`src/rtl/unidade_controle.sv`:
```
// Multi-cycle control FSM sequencing fetch, pointer/operand reads, execute, store and I/O
// for the accumulator datapath; optional memory timeout drives a sticky error halt.
module unidade_controle #(
    parameter int TIMEOUT_MEM = 0,
    parameter int LARG_CONT   = 16
) (
    input  logic                 clock_i,
    input  logic                 reset_i,
    input  logic [15:0]          operacao_i,
    input  logic [3:0]           modo_i,
    input  logic                 flag_n_i,
    input  logic                 flag_z_i,
    input  logic                 mem_pronta_i,
    input  logic                 ent_valida_i,
    input  logic                 sai_pronta_i,
    output logic                 mem_req_o,
    output logic                 mem_we_o,
    output logic [1:0]           sel_end_o,
    output logic                 carga_ri_o,
    output logic                 inc_pc_o,
    output logic                 carga_pc_o,
    output logic                 sel_pc_o,
    output logic                 carga_rdm_o,
    output logic                 carga_ac_o,
    output logic [2:0]           sel_ula_o,
    output logic [1:0]           sel_b_o,
    output logic                 ent_pronta_o,
    output logic                 sai_valida_o,
    output logic                 parado_o,
    output logic                 erro_mem_o,
    output logic [LARG_CONT-1:0] n_instr_o,
    output logic [3:0]           estado_o
);

    // state    | meaning
    // BUSCA    | instruction fetch       DECOD    | decoder settles on new RI
    // PONTEIRO | indirect pointer read   OPERANDO | operand read
    // EXEC     | ALU load / jump         ESCRITA  | store AC to memory
    // ENTRADA  | wait input word         SAIDA    | wait output accept
    // PARADO   | halted until reset
    localparam logic [3:0] BUSCA    = 4'd0;
    localparam logic [3:0] DECOD    = 4'd1;
    localparam logic [3:0] PONTEIRO = 4'd2;
    localparam logic [3:0] OPERANDO = 4'd3;
    localparam logic [3:0] EXEC     = 4'd4;
    localparam logic [3:0] ESCRITA  = 4'd5;
    localparam logic [3:0] ENTRADA  = 4'd6;
    localparam logic [3:0] SAIDA    = 4'd7;
    localparam logic [3:0] PARADO   = 4'd8;

    localparam int TW = (TIMEOUT_MEM > 1) ? $clog2(TIMEOUT_MEM) : 1;
    localparam logic [TW-1:0] TMO_LAST = TW'((TIMEOUT_MEM > 0) ? TIMEOUT_MEM - 1 : 0);

    logic [3:0]           state_q, state_d;
    logic                 erro_q, erro_d;
    logic [TW-1:0]        tmr_q, tmr_d;
    logic [LARG_CONT-1:0] cnt_q, cnt_d;

    logic       mem_req_c, mem_we_c, carga_ri_c, inc_pc_c, carga_pc_c, sel_pc_c;
    logic       carga_rdm_c, carga_ac_c, ent_pronta_c, sai_valida_c, parado_c;
    logic [1:0] sel_end_c, sel_b_c;
    logic [2:0] sel_ula_c, ula_op;

    logic op_nop, op_sta, op_lda, op_add, op_sub, op_and, op_or, op_not;
    logic op_j, op_jn, op_jz, op_in, op_out, op_shr, op_shl, op_hlt;
    logic op_alu, op_jmp, op_un, m_dir, m_ind, m_im, m_sop;

    assign {op_nop, op_sta, op_lda, op_add, op_sub, op_and, op_or, op_not,
            op_j, op_jn, op_jz, op_in, op_out, op_shr, op_shl, op_hlt} = operacao_i;
    assign {m_dir, m_ind, m_im, m_sop} = modo_i;
    assign op_alu = op_add | op_sub | op_and | op_or;
    assign op_jmp = op_j | op_jn | op_jz;
    assign op_un  = op_not | op_shr | op_shl;

    always_comb begin
        ula_op = 3'd0;
        if (op_add)      ula_op = 3'd1;
        else if (op_sub) ula_op = 3'd2;
        else if (op_and) ula_op = 3'd3;
        else if (op_or)  ula_op = 3'd4;
        else if (op_not) ula_op = 3'd5;
        else if (op_shr) ula_op = 3'd6;
        else if (op_shl) ula_op = 3'd7;
    end

    always_comb begin
        state_d      = state_q;
        erro_d       = erro_q;
        tmr_d        = '0;
        cnt_d        = cnt_q;
        mem_req_c    = 1'b0;
        mem_we_c     = 1'b0;
        sel_end_c    = 2'd0;
        carga_ri_c   = 1'b0;
        inc_pc_c     = 1'b0;
        carga_pc_c   = 1'b0;
        sel_pc_c     = 1'b0;
        carga_rdm_c  = 1'b0;
        carga_ac_c   = 1'b0;
        sel_ula_c    = 3'd0;
        sel_b_c      = 2'd0;
        ent_pronta_c = 1'b0;
        sai_valida_c = 1'b0;
        parado_c     = 1'b0;
        case (state_q)
            BUSCA: begin
                mem_req_c = 1'b1;
                if (mem_pronta_i) begin
                    carga_ri_c = 1'b1;
                    inc_pc_c   = 1'b1;
                    state_d    = DECOD;
                end
            end
            DECOD: begin
                if (op_hlt)                           state_d = PARADO;
                else if (op_nop || operacao_i == '0)  state_d = BUSCA;
                else if (op_un)                       state_d = EXEC;
                else if (op_in)                       state_d = ENTRADA;
                else if (op_out)                      state_d = SAIDA;
                else if (m_ind)                       state_d = PONTEIRO;
                else if (m_im)                        state_d = (op_lda | op_alu | op_jmp) ? EXEC : BUSCA;
                else if (m_dir || m_sop)              state_d = (op_lda | op_alu) ? OPERANDO :
                                                                op_sta ? ESCRITA : EXEC;
                else                                  state_d = BUSCA;
            end
            PONTEIRO: begin
                mem_req_c = 1'b1;
                sel_end_c = 2'd1;
                if (mem_pronta_i) begin
                    carga_rdm_c = 1'b1;
                    state_d     = op_jmp ? EXEC : op_sta ? ESCRITA : OPERANDO;
                end
            end
            OPERANDO: begin
                mem_req_c = 1'b1;
                sel_end_c = m_ind ? 2'd2 : 2'd1;
                if (mem_pronta_i) begin
                    carga_rdm_c = 1'b1;
                    state_d     = EXEC;
                end
            end
            EXEC: begin
                carga_ac_c = op_lda | op_alu | op_un;
                sel_ula_c  = ula_op;
                sel_b_c    = m_im ? 2'd1 : 2'd0;
                carga_pc_c = op_j | (op_jn & flag_n_i) | (op_jz & flag_z_i);
                sel_pc_c   = m_ind;
                state_d    = BUSCA;
            end
            ESCRITA: begin
                mem_req_c = 1'b1;
                mem_we_c  = 1'b1;
                sel_end_c = m_ind ? 2'd2 : 2'd1;
                if (mem_pronta_i) state_d = BUSCA;
            end
            ENTRADA: begin
                ent_pronta_c = 1'b1;
                if (ent_valida_i) begin
                    carga_ac_c = 1'b1;
                    sel_b_c    = 2'd2;
                    state_d    = BUSCA;
                end
            end
            SAIDA: begin
                sai_valida_c = 1'b1;
                if (sai_pronta_i) state_d = BUSCA;
            end
            PARADO:  parado_c = 1'b1;
            default: state_d = BUSCA;
        endcase

        // Counter runs only while a request is outstanding; the halt lands the cycle after the last wait.
        if (TIMEOUT_MEM > 0 && mem_req_c && !mem_pronta_i) begin
            if (tmr_q == TMO_LAST) begin
                state_d = PARADO;
                erro_d  = 1'b1;
            end else begin
                tmr_d = tmr_q + 1'b1;
            end
        end

        if (state_d == BUSCA && state_q != BUSCA) cnt_d = cnt_q + 1'b1;
    end

    always_ff @(posedge clock_i) begin
        if (reset_i) begin
            state_q <= BUSCA;
            erro_q  <= 1'b0;
            tmr_q   <= '0;
            cnt_q   <= '0;
        end else begin
            state_q <= state_d;
            erro_q  <= erro_d;
            tmr_q   <= tmr_d;
            cnt_q   <= cnt_d;
        end
    end

    assign mem_req_o    = mem_req_c & ~reset_i;
    assign mem_we_o     = mem_we_c & ~reset_i;
    assign sel_end_o    = reset_i ? 2'd0 : sel_end_c;
    assign carga_ri_o   = carga_ri_c & ~reset_i;
    assign inc_pc_o     = inc_pc_c & ~reset_i;
    assign carga_pc_o   = carga_pc_c & ~reset_i;
    assign sel_pc_o     = sel_pc_c & ~reset_i;
    assign carga_rdm_o  = carga_rdm_c & ~reset_i;
    assign carga_ac_o   = carga_ac_c & ~reset_i;
    assign sel_ula_o    = reset_i ? 3'd0 : sel_ula_c;
    assign sel_b_o      = reset_i ? 2'd0 : sel_b_c;
    assign ent_pronta_o = ent_pronta_c & ~reset_i;
    assign sai_valida_o = sai_valida_c & ~reset_i;
    assign parado_o     = parado_c & ~reset_i;
    assign erro_mem_o   = erro_q & ~reset_i;
    assign n_instr_o    = reset_i ? '0 : cnt_q;
    assign estado_o     = reset_i ? 4'd0 : state_q;

endmodule

```
`config.mk`:
```
export PLATFORM = sky130hd
export DESIGN_NAME = unidade_controle
export DESIGN_NICKNAME = d
export VERILOG_FILES = /design/src/rtl/unidade_controle.sv
export SDC_FILE = /design/constraint.sdc
export NUM_CORES = 1
export LEC_CHECK = 0
export CAP_MARGIN = 20
export CORE_MARGIN = 5
export CORE_UTILIZATION = 45
export DETAILED_ROUTE_END_ITERATION = 7
export DONT_BUFFER_PORTS = 1
export PLACE_DENSITY_LB_ADDON = 0.25
export SYNTH_ARGS = -nofsm -noshare
export SYNTH_HDL_FRONTEND = slang
export SYNTH_SLANG_ARGS = --single-unit
export TNS_END_PERCENT = 20
```
`constraint.sdc`:
```
create_clock -name clock_i -period 8.5 [get_ports clock_i]
set_clock_uncertainty 0.2 [all_clocks]
set_input_delay 0.85 -clock clock_i [delete_from_list [all_inputs] [get_ports clock_i]]
set_output_delay 0.85 -clock clock_i [all_outputs]
set_load 0.01 [all_outputs]
```
==> results of run 1 <==
-- through the flow --
step	power (mW)	cell area, sq um	setup WS, ns
after global routing	0.208	1670	5.21
after floorplan	0.123	1630	5.21
final	0.199	1670	5.39
after global placement	0.121	1620	5.13
after CTS	0.200	1670	5.41
after detailed placement	0.122	1620	5.07
-- cell usage in the layout, fill, tap and decap left out, types with 3 or more instances in the layout --
cell      synthesis  layout
nor3_1           16      16
nand2b_1          4       4
nand2_1           6       6
nor2_1           35      35
or3_1             4       4
nand3_1           7       7
o21bai_1          4       4
clkbuf_4          0       3
mux2_2            9       9
inv_1            10      10
and4_1            3       3
nor3b_1           3       3
nand4_1           7       7
dfxtp_1          20      20
a21oi_1           8       8
nor2b_1          21      21
and2_1            3       3
and3_1            6       6
-- worst register-to-register path: stages (launching register included) --
cell and delay (ns):
dfxtp_1 0.60, nor3b_1 0.38, nand3b_1 0.15, a221oi_1 0.55, and4bb_4 0.38, nor3b_1 0.16
mux2_1 0.32
-- metal layers --
layer	wire length, um	GRT usage [%]	vias up
li1	-	-	752
met2	1730	23.9	51
met5	0	0	-
met3	387	5.45	5
met4	40	4.47	0
met1	1680	18.4	701
-- power by group through the flow --
stage | sequential (mW) | combinational, mW | clock, mW
floorplan | 0.0978 | 0.0249 | 0
CTS | 0.0979 | 0.0219 | 0.0806
finish | 0.0979 | 0.0218 | 0.0791
global route | 0.0984 | 0.0243 | 0.0851
global placement | 0.0999 | 0.0214 | 0
detailed placement | 0.100 | 0.0218 | 0
-- synth_stat cells (2+ instances only) --
library cell	number	area, sq um
or3_1	4	25.0
mux2_2	9	101
a21oi_1	8	40.0
xnor2_1	2	17.5
nand3_1	7	35.0
and4_1	3	26.3
mux2_1	2	22.5
a31o_2	2	17.5
inv_1	10	37.5
nand3b_1	2	15.0
mux2i_1	2	20.0
nor3_1	16	80.1
clkbuf_1	7	26.3
buf_4	2	15.0
and3_1	6	37.5
nor4_1	2	12.5
o21bai_1	4	30.0
buf_1	3	11.3
mux2_4	2	30.0
dfxtp_1	20	400
a221oi_1	2	17.5
a211o_1	2	17.5
nand4_1	7	43.8
and2_1	3	18.8
nor2_1	35	131
or4_1	2	15.0
nor2b_1	21	131
nor3b_1	3	22.5
nand2_1	6	22.5
nand2b_1	4	25.0
-- cell type report --
cell class	count	share of cell area (%)
Inverter	10	2.24
Clock inverter	1	1.80
Sequential cell	20	23.9
Tap cell	46	3.44
Clock buffer	3	1.35
Multi-Input combinational cell	173	67.2
-- flip-flops by register name, summed over array words and instances (netlist names) --
register / flops
state_q: 4
cnt_q: 16
-- cell families after synthesis --
kind of cell | count (synthesis)
AND/OR/NAND/NOR | 125
multiplexers | 15
adder cells (fa/ha/maj) | 1
other | 1
XOR/XNOR | 2
AO/OA/AOI/OAI | 29
flip-flops | 20
buffers and inverters | 24
-- worst paths after layout --
path,depth (start not counted),endpoint,from,slack [ns]
setup / recovery,6,cnt_q[3],operacao_i[11],5.39
hold / removal,3,cnt_q[9],cnt_q[9],0.36
setup reg to reg,6,cnt_q[3],state_q[0],5.68
hold reg to reg,3,cnt_q[9],cnt_q[9],0.36
==> results.json, run 1 <==
{
  "synth_nets": 245,
  "synth_area_per_cell_sq_um": 7.52,
  "holdCritPathClass": "reg -> reg",
  "setup_viol": 0,
  "ys_seq_area_share_pct": 24.5,
  "cts_tree": "done",
  "maxSlewViolCount": 0,
  "cts_sinks": 20,
  "drt_iter0_drc": 95,
  "drtAntennaViolNets": 0,
  "rows": 21,
  "synth_top_family_by_area": "simple AND/OR/NAND/NOR gates",
  "p_per_area_nw_per_um2": 119,
  "grt_pass1_vias": 1400,
  "path_clk_slew_ns": 0.12,
  "ys_ff_latch": 20,
  "cts-root-buf": "clkbuf_4",
  "cpPeakStageDelay_ns": 0.65,
  "crit_chain": "or4_1 -> nor4_4 -> a221oi_1 -> and4bb_4 -> nor3b_1 -> mux2_1",
  "end_kind": "register",
  "synthSimpleGateAreaFrac_pct": 42.7,
  "grt_pass1_wl_um": 6240,
  "tns_ns": 0,
  "irDropWorstVdd_mv": 0.0781,
  "synthArstFlopShare_pct": 0,
  "hpwl_um": 2990,
  "vias": 1509,
  "critPathTopFamily": "simple AND/OR/NAND/NOR gates",
  "syn_to_final_growth_pct": 2.53,
  "synth_edf_count": 0,
  "cp.arrival_ns": 3.13,
  "p_comb_share_pct": 11.0,
  "p_int_mw": 0.152,
  "switching_share_pct": 23.4,
  "max_freq_mhz": 321,
  "cts-htree-levels": 1,
  "firstDrtPassIters": 4,
  "multi_input_area_sq_um": 1120,
  "track_usage_pct": 14.8,
  "synth.yosys.warnings": 0,
  "status": "complete, no violations",
  "cts_setup_buffers": 0,
  "dp_cells": 249,
  "crit_buf_inv": 0,
  "clock_path_buffers": 2,
  "route.detailed.drc": 0,
  "finalWirelength_um": 3840,
  "synth_area_sq_um": 1630,
  "crit_path_max_fanout": 14,
  "final_cells": 253,
  "n_antenna_cell": 0,
  "drive_gt1_share_pct": 11.1,
  "die_area_sq_um": 4930,
  "leakagePower_nw": 0.629,
  "cts_resized": 0,
  "final_nets": 236,
  "synth_adder_area_share_pct": 0.767,
  "syn-instance-count": 217,
  "worstPathRequired_ns": 8.52,
  "grt_overflow": 0,
  "routedWlPerCell_um": 15.2,
  "clk_latency_ns": 0.31,
  "max_cap_violations": 0,
  "hold_buffers": 0,
  "cts_buffers": 3,
  "nFillCells": 367,
  "die_h_um": 70.2,
  "crit_path_top_delay_cell": "or4_1",
  "whs_ns": 0.358,
  "synth-compound-area-share_pct": 13.5,
  "relSlewSlack_pct": 48.7,
  "p_clk_share_pct": 39.8,
  "final_core_util_pct": 49.0,
  "io_pins": 66,
  "finalCriticalPeriod_ns": 3.11,
  "grt_antenna_before_repair": 0,
  "synthMuxAreaShare_pct": 10.7,
  "vias_per_cell": 5.96,
  "final-seq-area_sq_um": 400,
  "start_util_pct": 47.8,
  "core_area_sq_um": 3420,
  "portBuffers": 0,
  "pwr-share-seq_pct": 49.2,
  "rsz0062_at_grt": "false",
  "period_share_pct": 36.6,
  "p_switching_mw": 0.0465,
  "gp_congestion": 0.813,
  "grt_max_degree": 47,
  "tightestPinTransition_ns": 0.763,
  "synth.distinct_cells": 49,
  "synthXorXnorAreaFrac_pct": 1.07,
  "synth_ff_type": "dfxtp_1",
  "cp-start-kind": "input port",
  "critPathKind": "in -> reg",
  "die_width_um": 70.2,
  "hold_viol": 0
}
No activity file was read; power rests on OpenSTA's default activity.
==> inputs of run 2 (changes only) <==
Clock period 8.5 ns to 2.6 ns, I/O delays scaled along.
==> results.json, run 2 (synthesis results as in run 1) <==
{
  "final_common_cell": "nor2_1",
  "critPathKind": "in -> reg",
  "largest_reg_flops": 16,
  "drive_gt1_share_pct": 14.7,
  "vias_per_cell": 5.86,
  "crit_path_max_fanout": 11,
  "holdCritStartpoint": "reset_i",
  "p_per_area_nw_per_um2": 338,
  "core_area_sq_um": 3420,
  "grt_pass1_wl_um": 6390,
  "status": "complete, no violations",
  "top_register": "cnt_q",
  "grt_antenna_before_repair": 0,
  "met1_usage_pct": 16.5,
  "path_clk_slew_ns": 0.11,
  "die_width_um": 70.2,
  "gp_congestion": 0.850,
  "r2r-start": "state_q[0]",
  "final_core_util_pct": 51.1,
  "die_h_um": 70.2,
  "max_freq_mhz": 423,
  "cts_setup_buffers": 0,
  "track_usage_pct": 15.3,
  "reg.largest.list": "cnt_q (16), state_q (4)",
  "setup_viol": 0,
  "crit_chain": "or4_1 -> or3_1 -> a2111oi_2 -> and4bb_4 -> and4_1 -> mux2_2",
  "firstDrtPassIters": 4,
  "hold_viol": 0,
  "cp.arrival_ns": 2.38,
  "start_util_pct": 47.8,
  "maxSlewViolCount": 0,
  "holdCritPathClass": "in -> reg",
  "use_met2_pct": 26.3,
  "hpwl_um": 2980,
  "tightestPinTransition_ns": 0.722,
  "drt_iter0_drc": 80,
  "clk_latency_ns": 0.31,
  "clock_path_buffers": 2,
  "cts-htree-levels": 1,
  "route.detailed.drc": 0,
  "rows": 21,
  "syn_to_final_growth_pct": 6.90,
  "cts_resized": 0,
  "drtAntennaViolNets": 0,
  "worstPathRequired_ns": 2.61,
  "period_share_pct": 91.0,
  "n_antenna_cell": 0,
  "end_kind": "register",
  "crit_buf_inv": 0,
  "portBuffers": 0,
  "cp-start-kind": "input port",
  "final_nets": 247,
  "finalCriticalPeriod_ns": 2.37,
  "relSlewSlack_pct": 51.7,
  "final_cell_mix": "nor2_1, nor2b_1, dfxtp_1",
  "cts_buffers": 3,
  "cts_tree": "done",
  "max_cap_violations": 0,
  "io_pins": 66,
  "leakagePower_nw": 0.674,
  "die_area_sq_um": 4930,
  "cts_sinks": 20,
  "grtUsageMet3_pct": 6.46,
  "total_power_mw": 0.590,
  "grt.busiest_layer": "met2",
  "cts-root-buf": "clkbuf_4",
  "grt_max_degree": 29,
  "critPathTopFamily": "simple AND/OR/NAND/NOR gates",
  "hold_buffers": 2,
  "irDropWorstVdd_mv": 0.214,
  "vias": 1548,
  "critPathLaunch": "operacao_i[11]",
  "grt_pass1_vias": 1439,
  "rsz0062_at_grt": "false",
  "finalWirelength_um": 3890,
  "grt_overflow": 0,
  "crit_path_top_delay_cell": "or4_1",
  "cpPeakStageDelay_ns": 0.63,
  "routedWlPerCell_um": 14.7,
  "whs_ns": 0.0194
}
==> run 2: routing by layer <==
metal / vias up / wire, um / part of all wire, %
met5: - / 0 / 0
met4: 0 / 78 / 2.0
met3: 9 / 430 / 11
met2: 65 / 1720 / 44
met1: 698 / 1660 / 43
li1: 776 / - / -
==> run 2: path summary, 6_finish.rpt <==
check             end  slack [ns]  cells after the start
max          cnt_q[5]        0.23                      6
min          cnt_q[1]        0.02                      2
max reg2reg  cnt_q[4]        0.26                      7
min reg2reg  cnt_q[9]        0.36                      3
==> run 2: cell type report <==
class,instances,area (sq um)
Timing Repair Buffer,11,87.6
Tap cell,46,57.6
Fill cell,359,1670
Multi-Input combinational cell,173,1120
Sequential cell,20,400
Inverter,10,37.5
Clock buffer,4,36.3
==> run 2: report_power, final <==
group	switching, mW	internal (mW)
Combinational	0.0474	0.0368
Sequential	0.00728	0.310
Clock	0.102	0.0856
==> run 2: stage by stage <==
step           cells  setup WS (ns)  area, sq um  setup TNS [ns]
6_report         264          0.234         1740               0
5_1_grt          264         0.0658         1740               0
4_1_cts          264          0.225         1740               0
3_3_place_gp     258        -0.0855         1690          -0.661
2_1_floorplan    217         -0.103         1630          -0.471
3_5_place_dp     258         -0.112         1690          -0.885
